$ cat src/rtl/key_press_gen_if.sv
// key_press_gen_if: request/key/status bundle between a press requester and key_press_gen.
interface key_press_gen_if;
  logic req;
  logic key;
  logic busy;
  logic done;
  modport master(output req, input key, busy, done);
  modport slave(input req, output key, busy, done);
endinterface

$ cat src/rtl/key_press_gen.sv
// key_press_gen: synthetic press/hold/release/gap key generator on the 1 kHz tick.
// KEY_PRESS_GEN_BOUNCE_EN adds LFSR chatter bursts on the press and release edges.
module key_press_gen #(
  parameter int HOLD_MS   = 100,
  parameter int GAP_MS    = 20,
  parameter int BOUNCE_MS = 6
) (
  input logic           clk,
  input logic           rst,
  key_press_gen_if.slave bus
);
  typedef enum logic [2:0] {IDLE, BOUNCE_ON, HOLD, BOUNCE_OFF, GAP} state_t;
  localparam logic [15:0] H_LAST = 16'(HOLD_MS - 1);
  localparam logic [15:0] G_LAST = 16'(GAP_MS - 1);
  localparam logic [15:0] B_LAST = 16'(BOUNCE_MS - 1);
  state_t      state;
  logic [15:0] cnt;
  logic        last;
  logic        chat;
  logic        press_key;
  logic        release_key;
`ifdef KEY_PRESS_GEN_BOUNCE_EN
  localparam state_t PRESS   = BOUNCE_ON;
  localparam state_t RELEASE = BOUNCE_OFF;
  logic [7:0] lfsr;
  logic       shift;
  always_comb begin
    chat        = lfsr[0];
    press_key   = lfsr[0];
    release_key = lfsr[0];
    shift = ((state == IDLE || (state == GAP && last)) && bus.req) ||
            ((state == BOUNCE_ON || state == BOUNCE_OFF) && !last) ||
            (state == HOLD && last);
  end
  // Advances only on edges that load a chatter bit into key, so it is never reseeded between presses.
  always_ff @(posedge clk or posedge rst)
    if (rst) lfsr <= 8'hA5;
    else if (shift) lfsr <= {lfsr[6:0], lfsr[7] ^ lfsr[5] ^ lfsr[4] ^ lfsr[3]};
`else
  localparam state_t PRESS   = HOLD;
  localparam state_t RELEASE = GAP;
  always_comb begin
    chat        = 1'b0;
    press_key   = 1'b1;
    release_key = 1'b0;
  end
`endif
  always_comb last = (state == HOLD) ? cnt == H_LAST : (state == GAP) ? cnt == G_LAST : cnt == B_LAST;
  // A request seen on the final GAP edge starts the next press at once, so busy drops for that one done cycle.
  always_ff @(posedge clk or posedge rst)
    if (rst) begin
      state    <= IDLE;
      cnt      <= '0;
      bus.key  <= 1'b0;
      bus.busy <= 1'b0;
      bus.done <= 1'b0;
    end else begin
      bus.done <= 1'b0;
      bus.busy <= state != IDLE;
      cnt      <= (state == IDLE || last) ? '0 : cnt + 16'd1;
      case (state)
        IDLE: if (bus.req) begin
          state    <= PRESS;
          bus.key  <= press_key;
          bus.busy <= 1'b1;
        end
        BOUNCE_ON: begin
          state   <= last ? HOLD : BOUNCE_ON;
          bus.key <= last ? 1'b1 : chat;
        end
        HOLD: if (last) begin
          state   <= RELEASE;
          bus.key <= release_key;
        end
        BOUNCE_OFF: begin
          state   <= last ? GAP : BOUNCE_OFF;
          bus.key <= last ? 1'b0 : chat;
        end
        GAP: if (last) begin
          bus.done <= 1'b1;
          bus.busy <= 1'b0;
          state    <= bus.req ? PRESS : IDLE;
          bus.key  <= bus.req ? press_key : 1'b0;
        end
        default: state <= IDLE;
      endcase
    end
endmodule
$ cat src/flat_wrapper.sv
// flat-port wrapper written by rule: the top's interface ports become plain ports
module key_press_gen_flat 
#(
  parameter int HOLD_MS   = 100,
  parameter int GAP_MS    = 20,
  parameter int BOUNCE_MS = 6
)
  (clk, rst, bus_req, bus_key, bus_busy, bus_done);
  key_press_gen_if bus_i ();
  input logic clk;
  input logic rst;
  input wire logic [$bits(bus_i.req)-1:0] bus_req;
  output wire logic [$bits(bus_i.key)-1:0] bus_key;
  output wire logic [$bits(bus_i.busy)-1:0] bus_busy;
  output wire logic [$bits(bus_i.done)-1:0] bus_done;
  assign bus_i.req = bus_req;
  assign bus_key = bus_i.key;
  assign bus_busy = bus_i.busy;
  assign bus_done = bus_i.done;
  key_press_gen #(.HOLD_MS(HOLD_MS), .GAP_MS(GAP_MS), .BOUNCE_MS(BOUNCE_MS)) u_core (.clk(clk), .rst(rst), .bus(bus_i));
endmodule
$ cat config.mk
export PLATFORM = sky130hd
export DESIGN_NAME = key_press_gen_flat
export DESIGN_NICKNAME = d
export VERILOG_FILES = /design/src/rtl/key_press_gen_if.sv /design/src/rtl/key_press_gen.sv /design/src/flat_wrapper.sv
export SDC_FILE = /design/constraint.sdc
export NUM_CORES = 1
export LEC_CHECK = 0
export BUFFER_PORTS_ARGS = -buffer_cell sky130_fd_sc_hd__buf_2
export CORE_AREA = 10 10 109 62
export DETAILED_ROUTE_END_ITERATION = 8
export DIE_AREA = 0 0 119 72
export HOLD_SLACK_MARGIN = 0.1
export SYNTH_ARGS = -nofsm -noshare
export SYNTH_HDL_FRONTEND = slang
export SYNTH_SLANG_ARGS = --single-unit
$ cat constraint.sdc
create_clock -name clk -period 3.5 [get_ports clk]
set_input_delay 0.35 -clock clk [delete_from_list [all_inputs] [get_ports clk]]
set_output_delay 0.35 -clock clk [all_outputs]
set_load 0.02 [all_outputs]
==> flow_summary.toml, run 1 <==
[clocking]
post-cts-setup-buffers = 0
cts_made_buffers = 3
tritoncts = "built"
clk_latency_ns = 0.26
cts_resized = 0
htree_levels = 1
path_clk_slew_ns = 0.08
cts_root_buf = "clkbuf_8"
cts_hold_buffers = 0
cts.sinks = 22
clockBufferDepth = 2

[global_route]
grt_pass1_vias = 926
globalRouteTotalUtil = 0.0619
grt_max_degree = 23
grt_pass1_wl_um = 4530
grt_overflow = 0
antenna_found_initial = 0

[die]
io_pins = 6
die_w_um = 119
num_rows = 18
core_area_um2 = 4820
die_h_um = 72
dieArea_um2 = 8570
initial_core_util = 0.268

[logic_synthesis]
synth-xor-area-share = 0.115
ys_seq_area_frac = 0.426
yosys-top-cells-area = "dfrtp_1 43%, xor2_1 6.8%, nor2_1 6.7%"
synth_top_area_share = 0.426
synth_simple_gate_area_share = 0.299
synth_top_family_by_area = "simple AND/OR/NAND/NOR gates"
ys_ff_latch = 22
ys_async_sr_fraction = 1.00
postSynthAreaPerCell_um2 = 9.49
syn-cell-area_um2 = 1290
synthesis.nets = 140
ys_warn_count = 0
synth-edff-count = 0
synthFlopType = "dfrtp_1"
synth_top_area_cell = "dfrtp_1"
synth_cells = 136
muxShareOfSynthArea = 0.00775
synth-adder-area-share = 0.00969
synth_cell_types = 41
synth_compound_area_frac = 0.0979

[setup_path]
worst-r2r-setup-slack_ns = 1.48
critPathKind = "reg2reg"
worst_ep_arrival_time_ns = 2.17
crit_path_end_kind = "flip-flop"
start_kind = "flip-flop"
cp_max_fo = 14
required_ns = 3.65

[timing]
finalWorstSetupSlack_ns = 1.48
fmax_ghz = 0.495
hold_viol = 0
min_period_ns = 2.02
worstMarginPinSlew_ns = 0.841
setup_viol = 0
finalClockSkew_ns = 0.00191
slew_violations = 0
finalSetupTns_ns = 0
relSlewSlack = 0.439
timing.final.crit_share = 0.577
grt_setup_unrepaired = "no"

[route]
drt_iter0_drc = 69
wl_per_cell_um = 12.5
drc = 0
ant_nets = 0
num_vias = 982
drt_wl_total_um = 2610
viasPerCell = 4.70
first_pass_iters = 4

[layout]
area_delta_synth_final_pct = 10.1
multi_input_area_um2 = 684
layout_common_cells = "23 x nor2_1, 22 x dfrtp_1, 10 x xor2_1"
num-fill-cells = 534
n_antenna_cell = 0
regArea_um2 = 551
fin_cells = 209
final_nets = 144
drive_gt1_frac = 0.115
fin_util = 0.295
final_common_cell = "nor2_1"

[placement]
post-place-ws_ns = 1.51
io_buffers = 5
place.gp.congestion = 0.796
dp_hpwl_um = 1880
place_inst = 205

[outcome]
status = "complete, no violations"

[power]
power_density_nw_per_um2 = 313
leakagePower_nw = 0.589
ir_drop_mv = 0.121

[min_path]
worst_hold_path_type = "in2async"

[job]
maxCapViolCount = 0
[power by group]
group           switching [mW]  internal [mW]
Clock                   0.0817          0.100
Combinational          0.00640        0.00223
Sequential     0.0000000000631          0.254
Total                   0.0881          0.356
[logic make-up (layout without fill, tap and decap cells)]
family / count (synthesis) / count (layout)
AOI/OAI and AO/OA: 14 / 14
xor gates and xnor gates: 17 / 17
adders and majority gates: 1 / 1
buffers and inverters: 11 / 14
DFF: 22 / 22
muxes: 1 / 1
and+or+nand+nor: 70 / 70
[cell type report]
cell class | instances | share of cell area
clock buffers | 4 | 0.0387
inverters | 5 | 0.0132
multi-input cells | 103 | 0.482
flip-flops and latches | 22 | 0.387
well taps | 70 | 0.0616
repair buffers | 5 | 0.0176
[critical path, cell delays in order, from the launching register on]
cell      delay (ns)
dfrtp_1         0.61
xor2_1          0.17
a211o_1         0.36
a21oi_4         0.29
nand2_2         0.07
a2111o_1        0.40
[flip-flops by register name, summed over array words and instances (netlist names)]
name             flops
u_core.state         3
u_core.bus.key       1
u_core.cnt          16
u_core.bus.busy      1
u_core.bus.done      1
[metrics by stage]
stage	power [mW]	area [um2]	hold WS (ns)
finish	0.445	1420	0.244
global route	0.462	1420	0.317
CTS	0.449	1420	0.273
detailed placement	0.268	1370	0.538
global placement	0.268	1370	0.533
floorplan	0.265	1290	0.339
[worst paths after layout]
check,endpoint,cells past startpoint,from
setup / recovery,u_core.bus.busy,5,u_core.state[1]
hold / removal,u_core.bus.done,2,rst
setup reg to reg,u_core.bus.busy,5,u_core.state[1]
hold reg to reg,u_core.cnt[15],2,u_core.cnt[15]
max in group asynchronous,u_core.cnt[10],2,rst
min in group clk,u_core.state[1],4,bus_req
[synth_stat cells (2+ instances only)]
cell type and instances:
o211ai_1 2, nor3_1 6, clkbuf_1 4, nand2b_1 2, nor3b_2 2, buf_6 2, xor2_1 10, nor2_1 23
nor4_1 3, nor4b_1 3, nand3_1 7, and3_1 3, a31o_1 2, nand4_1 7, inv_1 4, nand2_1 4
xnor2_1 7, dfrtp_1 22
[routing by layer]
layer / up-vias / wire, um / track usage
met2: 19 / 1170 / 0.0976
met4: 0 / 43 / 0.0283
met3: 5 / 83 / 0.0139
met1: 473 / 1310 / 0.0795
met5: - / 0 / 0
li1: 485 / - / -
(Power assumes the default switching activity.)
==> run 2: changes to the inputs <==
Clock period 3.5 ns to 2.1 ns, I/O delays scaled along.
==> flow_summary.toml, run 2 (same netlist as run 1, synthesis figures left out) <==
[layout]
final_common_cell = "nor2_1"
area_delta_synth_final_pct = 12.4
top_register = "u_core.cnt"
largest_reg_flops = 16
n_antenna_cell = 0
num-fill-cells = 519
layout_common_cells = "23 x nor2_1, 22 x dfrtp_1, 10 x xor2_1"
drive_gt1_frac = 0.140
fin_util = 0.301
final_nets = 149
top_regs = "u_core.cnt (16), u_core.state (3)"

[clocking]
htree_levels = 1
tritoncts = "built"
cts_made_buffers = 3
cts_root_buf = "clkbuf_8"
cts.sinks = 22
post-cts-setup-buffers = 0
cts_resized = 0
cts_hold_buffers = 0
clockBufferDepth = 2
clk_latency_ns = 0.27
path_clk_slew_ns = 0.08

[setup_path]
start_kind = "flip-flop"
cp_top_family = "simple AND/OR/NAND/NOR gates"
worstPathCellList = "nor3b_4 -> xor2_1 -> nor2_2 -> and3b_1 -> nor4_1"
crit_path_end_kind = "flip-flop"
worst_ep_arrival_time_ns = 2.13
path_buf_inv = 0
cp_slowest_cell = "dfrtp_1"
slowest_delay_ns = 0.53
cp_max_fo = 12
critPathKind = "reg2reg"
required_ns = 2.25

[global_route]
grt_busiest_layer = "met2"
gr-usage-met3 = 0.0232
grt_max_degree = 23
grt_pass1_vias = 1009
antenna_found_initial = 0
grtUsageMet2 = 0.100
globalRouteTotalUtil = 0.0651
grt_overflow = 0
use_met1 = 0.0816
grt_pass1_wl_um = 4710

[timing]
worstMarginPinSlew_ns = 0.868
hold_viol = 0
setup_viol = 0
slew_violations = 0
finalClockSkew_ns = 0.0107
fmax_ghz = 0.505
finalSetupTns_ns = 0
grt_setup_unrepaired = "no"
timing.final.crit_share = 0.943
min_period_ns = 1.98
relSlewSlack = 0.420

[route]
wl_per_cell_um = 12.9
num_vias = 999
drt_iter0_drc = 39
first_pass_iters = 4
drt_wl_total_um = 2740
drc = 0
viasPerCell = 4.69
ant_nets = 0

[job]
maxCapViolCount = 0

[outcome]
status = "complete, no violations"

[die]
io_pins = 6
dieArea_um2 = 8570
num_rows = 18
die_h_um = 72
die_w_um = 119
core_area_um2 = 4820
initial_core_util = 0.268

[power]
power_density_nw_per_um2 = 484
ir_drop_mv = 0.219
leakagePower_nw = 0.607

[min_path]
worst_hold_path_type = "in2async"

[placement]
dp_hpwl_um = 1970
io_buffers = 5
place.gp.congestion = 0.852
## run 2: cell types whose count changed in the layout (fill, tap and decap cells not counted), sizes merged
cell / change
clkbuf: -1
buf: +5
## run 2: final cells by class
class / count / area [um2] / share of cell area
well taps: 70 / 87.6 / 0.0603
multi-input cells: 103 / 691 / 0.476
repair buffers: 10 / 62.6 / 0.0431
inverters: 5 / 18.8 / 0.0129
clock buffers: 3 / 41.3 / 0.0284
flip-flops and latches: 22 / 551 / 0.379
## run 2: power breakdown
group / switching (mW) / total [mW] / internal, mW
combinational: 0.0106 / 0.0143 / 0.00372
sequential: 0.000000000110 / 0.423 / 0.423
clock: 0.137 / 0.265 / 0.128
total: 0.147 / 0.703 / 0.555
## run 2: stage by stage
| step | power (mW) | hold WS, ns | setup slack, ns | cell area, um2 | instances |
|---|---|---|---|---|---|
| after floorplan | 0.441 | 0.199 | 0.385 | 1290 | 136 |
| after global placement | 0.446 | 0.414 | 0.231 | 1400 | 210 |
| after detailed placement | 0.447 | 0.433 | 0.129 | 1400 | 210 |
| after CTS | 0.708 | 0.139 | 0.108 | 1450 | 213 |
| after global routing | 0.726 | 0.174 | 0.00925 | 1450 | 213 |
| final | 0.703 | 0.108 | 0.119 | 1450 | 213 |
## run 2: worst paths after layout
path / from / end / slack, ns / cells past startpoint
max in group asynchronous: rst / u_core.cnt[14] / 1.45 / 2
min in group clk: bus_req / u_core.bus.busy / 0.38 / 3
setup / recovery: u_core.state[0] / u_core.bus.key / 0.12 / 5
setup reg to reg: u_core.state[0] / u_core.bus.key / 0.12 / 5
hold reg to reg: u_core.cnt[15] / u_core.cnt[15] / 0.55 / 2
hold / removal: rst / u_core.bus.busy / 0.11 / 2
## run 2: worst reg2reg max path: cells and delay by family (launching register included)
family	cells	cell delay (ns)
xor+xnor	1	0.32
flops	1	0.53
simple gates	4	1.02
## run 2: layer usage
| metal | routed length (um) | up-vias |
|---|---|---|
| li1 | - | 495 |
| met1 | 1410 | 474 |
| met2 | 1170 | 20 |
| met3 | 86 | 10 |
| met4 | 72 | 0 |
| met5 | 0 | - |
